==> src/rtl/module_concat_split_pkg.sv <==
// module_concat_split_pkg
//   Shared types and defaults for the concat-split receive path.
//   - split_state_e : splitter FSM states
//   - DEF_*         : default word/beat/FIFO geometry
//   - beat_slice    : reference slice of a default-width word, MSB-first
package module_concat_split_pkg;

    localparam int unsigned DEF_WORD_W     = 16;
    localparam int unsigned DEF_BEAT_W     = 8;
    localparam int unsigned DEF_FIFO_DEPTH = 4;

    typedef enum logic [0:0] {
        IDLE,
        EMIT
    } split_state_e;

    // Beat idx of a default-geometry word; idx 0 is the most-significant slice.
    function automatic logic [DEF_BEAT_W-1:0] beat_slice(input logic [DEF_WORD_W-1:0] word,
                                                         input int unsigned           idx);
        return word[DEF_WORD_W-1-idx*DEF_BEAT_W -: DEF_BEAT_W];
    endfunction

endpackage

==> src/rtl/module_concat_split_fifo.sv <==
// module_concat_split_fifo
//   Synchronous FIFO with push/pop/flush and a registered occupancy level.
//   Ports:
//     in_clk, in_rst   clock, synchronous active-high reset
//     in_flush         empties the FIFO next cycle; a same-cycle push is dropped
//     in_push          write in_push_data (caller guarantees not full)
//     in_push_data     data to write
//     in_pop           advance read pointer (caller guarantees not empty)
//     out_head         entry at the read pointer
//     out_level        entries currently stored
module module_concat_split_fifo #(
    parameter int unsigned WIDTH = 16,
    parameter int unsigned DEPTH = 4,
    localparam int unsigned LVL_W = $clog2(DEPTH + 1)
) (
    input  logic             in_clk,
    input  logic             in_rst,
    input  logic             in_flush,
    input  logic             in_push,
    input  logic [WIDTH-1:0] in_push_data,
    input  logic             in_pop,
    output logic [WIDTH-1:0] out_head,
    output logic [LVL_W-1:0] out_level
);

    localparam int unsigned PTR_W = $clog2(DEPTH);

    logic [WIDTH-1:0] mem_q [DEPTH];
    logic [PTR_W-1:0] wr_ptr_q;
    logic [PTR_W-1:0] rd_ptr_q;
    logic [LVL_W-1:0] level_q;

    logic push_en;
    logic pop_en;

    assign push_en = in_push && !in_flush;
    assign pop_en  = in_pop && !in_flush;

    // Storage is not reset; level/pointers define validity.
    always_ff @(posedge in_clk) begin
        if (push_en && !in_rst) begin
            mem_q[wr_ptr_q] <= in_push_data;
        end
    end

    // Pointers wrap naturally since DEPTH is a power of two.
    always_ff @(posedge in_clk) begin
        if (in_rst || in_flush) begin
            wr_ptr_q <= '0;
            rd_ptr_q <= '0;
            level_q  <= '0;
        end else begin
            if (push_en) wr_ptr_q <= wr_ptr_q + 1'b1;
            if (pop_en)  rd_ptr_q <= rd_ptr_q + 1'b1;
            case ({push_en, pop_en})
                2'b10:   level_q <= level_q + 1'b1;
                2'b01:   level_q <= level_q - 1'b1;
                default: level_q <= level_q;
            endcase
        end
    end

    assign out_head  = mem_q[rd_ptr_q];
    assign out_level = level_q;

endmodule

==> src/rtl/module_concat_split.sv <==
// module_concat_split
//   Buffers packed WORD_W-bit words ({a[3:0], b[3:0], c[7:0]} by default) and
//   emits each as BEATS beats of BEAT_W bits, most-significant slice first.
//   Ports:
//     in_clk, in_rst                    clock, synchronous active-high reset
//     in_flush                          drop FIFO contents and any word in flight
//     in_word_valid/out_word_ready/in_word      word input handshake
//     out_beat_valid/in_beat_ready/out_beat     beat output handshake
//     out_beat_idx, out_beat_last       position of the current beat in its word
//     out_beat_parity                   even parity of out_beat (0 unless enabled)
//     out_fifo_level                    words buffered, excluding the splitter
//   Build option: define CONCAT_SPLIT_PARITY_EN to generate out_beat_parity.
module module_concat_split
    import module_concat_split_pkg::*;
#(
    parameter int unsigned WORD_W     = DEF_WORD_W,
    parameter int unsigned BEAT_W     = DEF_BEAT_W,
    parameter int unsigned FIFO_DEPTH = DEF_FIFO_DEPTH,
    localparam int unsigned BEATS = WORD_W / BEAT_W,
    localparam int unsigned IDX_W = $clog2(BEATS),
    localparam int unsigned LVL_W = $clog2(FIFO_DEPTH + 1)
) (
    input  logic              in_clk,
    input  logic              in_rst,
    input  logic              in_flush,
    input  logic              in_word_valid,
    output logic              out_word_ready,
    input  logic [WORD_W-1:0] in_word,
    output logic              out_beat_valid,
    input  logic              in_beat_ready,
    output logic [BEAT_W-1:0] out_beat,
    output logic [IDX_W-1:0]  out_beat_idx,
    output logic              out_beat_last,
    output logic              out_beat_parity,
    output logic [LVL_W-1:0]  out_fifo_level
);

    localparam logic [IDX_W-1:0] LAST_IDX  = IDX_W'(BEATS - 1);
    localparam logic [LVL_W-1:0] DEPTH_LVL = LVL_W'(FIFO_DEPTH);

    split_state_e      state_q, state_d;
    logic [WORD_W-1:0] shift_q, shift_d;
    logic [IDX_W-1:0]  idx_q, idx_d;
    logic              valid_q, valid_d;

    logic              push;
    logic              pop;
    logic              beat_accept;
    logic              fifo_nonempty;
    logic [WORD_W-1:0] fifo_head;
    logic [LVL_W-1:0]  fifo_level;

    // Ready comes from the registered level only, so a same-cycle pop never opens it.
    assign out_word_ready = (fifo_level < DEPTH_LVL);
    assign push           = in_word_valid && out_word_ready && !in_flush;
    assign beat_accept    = valid_q && in_beat_ready;
    assign fifo_nonempty  = (fifo_level != '0);

    module_concat_split_fifo #(
        .WIDTH (WORD_W),
        .DEPTH (FIFO_DEPTH)
    ) u_fifo (
        .in_clk       (in_clk),
        .in_rst       (in_rst),
        .in_flush     (in_flush),
        .in_push      (push),
        .in_push_data (in_word),
        .in_pop       (pop),
        .out_head     (fifo_head),
        .out_level    (fifo_level)
    );

    always_comb begin
        state_d = state_q;
        shift_d = shift_q;
        idx_d   = idx_q;
        valid_d = valid_q;
        pop     = 1'b0;

        case (state_q)
            IDLE: begin
                if (fifo_nonempty) begin
                    pop     = 1'b1;
                    shift_d = fifo_head;
                    idx_d   = '0;
                    valid_d = 1'b1;
                    state_d = EMIT;
                end
            end
            EMIT: begin
                if (beat_accept) begin
                    if (idx_q == LAST_IDX) begin
                        if (fifo_nonempty) begin
                            // Back-to-back load keeps one beat per clock.
                            pop     = 1'b1;
                            shift_d = fifo_head;
                            idx_d   = '0;
                        end else begin
                            shift_d = '0;
                            idx_d   = '0;
                            valid_d = 1'b0;
                            state_d = IDLE;
                        end
                    end else begin
                        shift_d = {shift_q[WORD_W-BEAT_W-1:0], {BEAT_W{1'b0}}};
                        idx_d   = idx_q + 1'b1;
                    end
                end
            end
            default: begin
                state_d = IDLE;
                valid_d = 1'b0;
            end
        endcase

        if (in_flush) begin
            pop     = 1'b0;
            shift_d = '0;
            idx_d   = '0;
            valid_d = 1'b0;
            state_d = IDLE;
        end
    end

    always_ff @(posedge in_clk) begin
        if (in_rst) begin
            state_q <= IDLE;
            shift_q <= '0;
            idx_q   <= '0;
            valid_q <= 1'b0;
        end else begin
            state_q <= state_d;
            shift_q <= shift_d;
            idx_q   <= idx_d;
            valid_q <= valid_d;
        end
    end

    // Shift register is zeroed whenever no beat is valid, so outputs idle at 0.
    assign out_beat_valid = valid_q;
    assign out_beat       = shift_q[WORD_W-1 -: BEAT_W];
    assign out_beat_idx   = idx_q;
    assign out_beat_last  = valid_q && (idx_q == LAST_IDX);
    assign out_fifo_level = fifo_level;

`ifdef CONCAT_SPLIT_PARITY_EN
    logic parity_q;

    always_ff @(posedge in_clk) begin
        if (in_rst) begin
            parity_q <= 1'b0;
        end else begin
            parity_q <= ^shift_d[WORD_W-1 -: BEAT_W];
        end
    end

    assign out_beat_parity = parity_q;
`else
    assign out_beat_parity = 1'b0;
`endif

endmodule

==> config.mk <==
export PLATFORM = sky130hd
export DESIGN_NAME = module_concat_split
export DESIGN_NICKNAME = d
export VERILOG_FILES = /design/src/rtl/module_concat_split_pkg.sv /design/src/rtl/module_concat_split_fifo.sv /design/src/rtl/module_concat_split.sv
export SDC_FILE = /design/constraint.sdc
export NUM_CORES = 1
export LEC_CHECK = 0
export BUFFER_PORTS_ARGS = -buffer_cell sky130_fd_sc_hd__buf_2
export CAP_MARGIN = 20
export CORE_MARGIN = 4
export CORE_UTILIZATION = 60
export CTS_CLUSTER_SIZE = 16
export DETAILED_ROUTE_END_ITERATION = 8
export PLACE_DENSITY = 0.82
export REMOVE_ABC_BUFFERS = 1
export SYNTH_ARGS = -nofsm -noshare
export SYNTH_HDL_FRONTEND = slang
export SYNTH_SLANG_ARGS = --single-unit
==> constraint.sdc <==
create_clock -name in_clk -period 4.7 [get_ports in_clk]
set_input_delay 0.235 -clock in_clk [delete_from_list [all_inputs] [get_ports in_clk]]
set_output_delay 0.235 -clock in_clk [all_outputs]
set_load 0.01 [all_outputs]
==> flow_metrics.env <==
export IMPL_crit_type="reg -> reg"
export IMPL_synth_common_cells="edfxtp_1, o211ai_1, dfxtp_1, a21oi_1"
export IMPL_io_buffers=35
export IMPL_hold_path_class="in -> reg"
export IMPL_core_um2=6060
export IMPL_cts_buffers=9
export IMPL_critical_path_top_delay_family="adder cells"
export IMPL_die_width_um=88
export IMPL_sw_frac_of_total_pct=22.0
export IMPL_cts_hold_buf=0
export IMPL_fmax_mhz=421
export IMPL_route_detailed_drc=0
export IMPL_area_delta_synth_final_pct=8.15
export IMPL_synth_cell_types=38
export IMPL_syn_instance_count=255
export IMPL_clk_pin_slew_ns=0.09
export IMPL_worst_slew_pin_slew_ns=0.903
export IMPL_yosys_warnings=0
export IMPL_grt_pass1_wl_um=11100
export IMPL_yosysTopAreaCell="edfxtp_1"
export IMPL_seq_area_frac_synth_pct=64.6
export IMPL_final_nets=302
export IMPL_drt_pass1_iterations=4
export IMPL_arrival_ns=2.65
export IMPL_intPower_uw=1150
export IMPL_worstPathRequired_ns=4.98
export IMPL_slew_headroom_pct=39.8
export IMPL_ys_seq_elements=92
export IMPL_grt_usage_pct=19.6
export IMPL_synth_top_area_share_pct=50.0
export IMPL_seqCellArea_um2=2480
export IMPL_cts_buffer_depth=2
export IMPL_start_kind="flip-flop"
export IMPL_rows=28
export IMPL_grt_overflow_total=0
export IMPL_initial_core_util_pct=63.4
export IMPL_post_dp_hpwl_um=4300
export IMPL_cp_end_kind="flip-flop"
export IMPL_dp_cells=338
export IMPL_syn_area_um2=3840
export IMPL_cp_cell_sequence="nor3_4, a211oi_2, ha_1, inv_1, fa_1, xor2_1, or3_1, a21oi_1"
export IMPL_nFillCells=413
export IMPL_highest_layer="met4"
export IMPL_cts_htree_levels=3
export IMPL_drive_gt1_share_pct=22.9
export IMPL_wl_per_cell_um=19.4
export IMPL_min_period_ns=2.38
export IMPL_postCtsSetupBuffers=0
export IMPL_maxSlewViolCount=0
export IMPL_antennaDiodeCount=0
export IMPL_drt_total_wl_um=6890
export IMPL_synthFlopType="edfxtp_1"
export IMPL_comb_power_share_pct=4.3
export IMPL_drtIter0Drc=204
export IMPL_sequentialPowerShare_pct=59.7
export IMPL_power_frac_clock_pct=35.9
export IMPL_grt_setup_unrepaired="no"
export IMPL_ios=37
export IMPL_antenna_violating_nets_post_route=0
export IMPL_drt_met1_wl_um=3060
export IMPL_yosysMostFrequentCell="edfxtp_1"
export IMPL_tritoncts="yes"
export IMPL_p_per_area_nw_per_um2=355
export IMPL_synth_edf_count=64
export IMPL_avgSynthCellArea_um2=15.1
export IMPL_peakVddDrop_mv=0.262
export IMPL_crit_path_top_delay_cell="dfxtp_1"
export IMPL_wl_met3_um=299
export IMPL_min_period_over_period_pct=50.6
export IMPL_clkSinkCount=92
export IMPL_vias_per_cell=6.22
export IMPL_cts_resized=0
export IMPL_finalHoldViolations=0
export IMPL_place_gp_congestion=0.802
export IMPL_grt_pass1_vias=2157
export IMPL_status="finished clean"
export IMPL_die_area_um2=7740
export IMPL_setup_viol=0
export IMPL_p_sw_uw=325
export IMPL_synth_area_top_cells="edfxtp_1, dfxtp_1, mux4_2"
export IMPL_cap_viol_max_count=0
export IMPL_multi_input_area_um2=1150
export IMPL_met2_length_um=3430
export IMPL_max_stage_delay_ns=0.50
export IMPL_grt_max_degree=26
export IMPL_async_flop_share_pct=0
export IMPL_crit_buf_inv=1
export IMPL_vias=2207
export IMPL_path_max_fanout=17
export IMPL_finClkSkew_ns=0.0117
export IMPL_antenna_found_initial=0
export IMPL_fin_tns_setup_ns=0
export IMPL_layoutNonFillerInstCount=355
export IMPL_p_leak_uw=0.00137
export IMPL_fp_dieH_um=88
export IMPL_clock_root_buffer="clkbuf_8"
export IMPL_clk_latency_ns=0.35
-- through the flow --
| stage | hold WS, ns | setup slack [ns] | cell area, um2 | utilization (%) | power, uW |
|---|---|---|---|---|---|
| global placement | 0.448 | 2.45 | 3940 | 65.0 | 960 |
| finish | 0.0941 | 2.32 | 4150 | 68.5 | 1480 |
| detailed placement | 0.457 | 2.34 | 3940 | 65.0 | 964 |
| floorplan | 0.334 | 2.47 | 3660 | - | 934 |
| CTS | 0.0808 | 2.32 | 4140 | 68.3 | 1480 |
| global route | 0.0806 | 2.18 | 4150 | 68.5 | 1530 |
-- power groups by stage --
| stage | Sequential, uW | Combinational (uW) | Clock, uW |
|---|---|---|---|
| 6_report | 881 | 63.9 | 530 |
| 5_1_grt | 883 | 71.5 | 579 |
| 4_1_cts | 882 | 63.1 | 534 |
| 3_5_place_dp | 901 | 62.9 | 0 |
| 3_3_place_gp | 900 | 60.0 | 0 |
| 2_1_floorplan | 900 | 34.0 | 0 |
-- worst reg2reg max path: stages, from the launching register on --
cell,delay [ns]
dfxtp_1,0.50
nor3_4,0.17
a211oi_2,0.35
ha_1,0.24
inv_1,0.06
fa_1,0.37
xor2_1,0.16
or3_1,0.31
a21oi_1,0.16
-- cells by family (layout without fill, tap and decap cells) --
| logic type | count (synthesis) | in the layout | synth area share (%) |
|---|---|---|---|
| AND/OR/NAND/NOR | 38 | 38 | 5.47 |
| adder cells (fa/ha/maj) | 6 | 6 | 2.15 |
| buffers and inverters | 35 | 60 | 5.31 |
| other | 1 | 1 | 0.0977 |
| XOR/XNOR | 2 | 2 | 0.456 |
| AO/OA/AOI/OAI | 61 | 61 | 10.9 |
| multiplexers | 20 | 20 | 11.0 |
| flip-flops | 92 | 92 | 64.6 |
-- per-layer routing --
layer  up-vias  global-route usage, %
li1       1030                      -
met4         0                   8.37
met3        11                   3.57
met2        62                   31.6
met5         -                      0
met1      1104                   26.5
-- cell type report --
class	instances	area share, %
Clock buffer	10	3.07
Inverter	7	0.633
Clock inverter	6	1.72
Timing Repair Buffer	37	4.76
Tap cell	75	2.26
Multi-Input combinational cell	128	27.8
Sequential cell	92	59.8
-- sequential cells by signal, indices dropped and copies added, names as in the netlist, named ones only --
register,cells
out_beat_idx,1
out_beat_valid,1
shift_q,16
state_q,1
u_fifo.mem_q,64
u_fifo.out_level,3
u_fifo.rd_ptr_q,2
u_fifo.wr_ptr_q,2
-- worst paths after layout --
check / startpoint / endpoint / slack (ns) / depth (start not counted)
worst max-delay path: u_fifo.out_level[0]$_SDFFE_PP0P_ / u_fifo.out_level[2]$_SDFFE_PP0P_ / 2.32 / 8
worst max register to register: u_fifo.out_level[0]$_SDFFE_PP0P_ / u_fifo.out_level[2]$_SDFFE_PP0P_ / 2.32 / 8
worst min register to register: shift_q[2]$_SDFFE_PP0P_ / shift_q[10]$_SDFFE_PP0P_ / 0.49 / 2
worst min-delay path: in_word[2] / u_fifo.mem_q[2][2]$_DFFE_PP_ / 0.09 / 1
-- placed cells by master, fill, tap and decap left out, types with 3 or more instances in the layout --
cell type / n
nor2_1: 8
clkbuf_8: 9
o211ai_1: 29
ha_1: 5
buf_2: 35
a31oi_1: 6
nand3_1: 3
inv_1: 7
mux4_2: 10
mux2i_1: 4
a21oi_1: 13
and2_1: 5
or3_1: 4
nand2_1: 9
dfxtp_1: 28
mux4_1: 6
edfxtp_1: 64
o21ai_0: 4
Power figures use the tool's default switching activity.
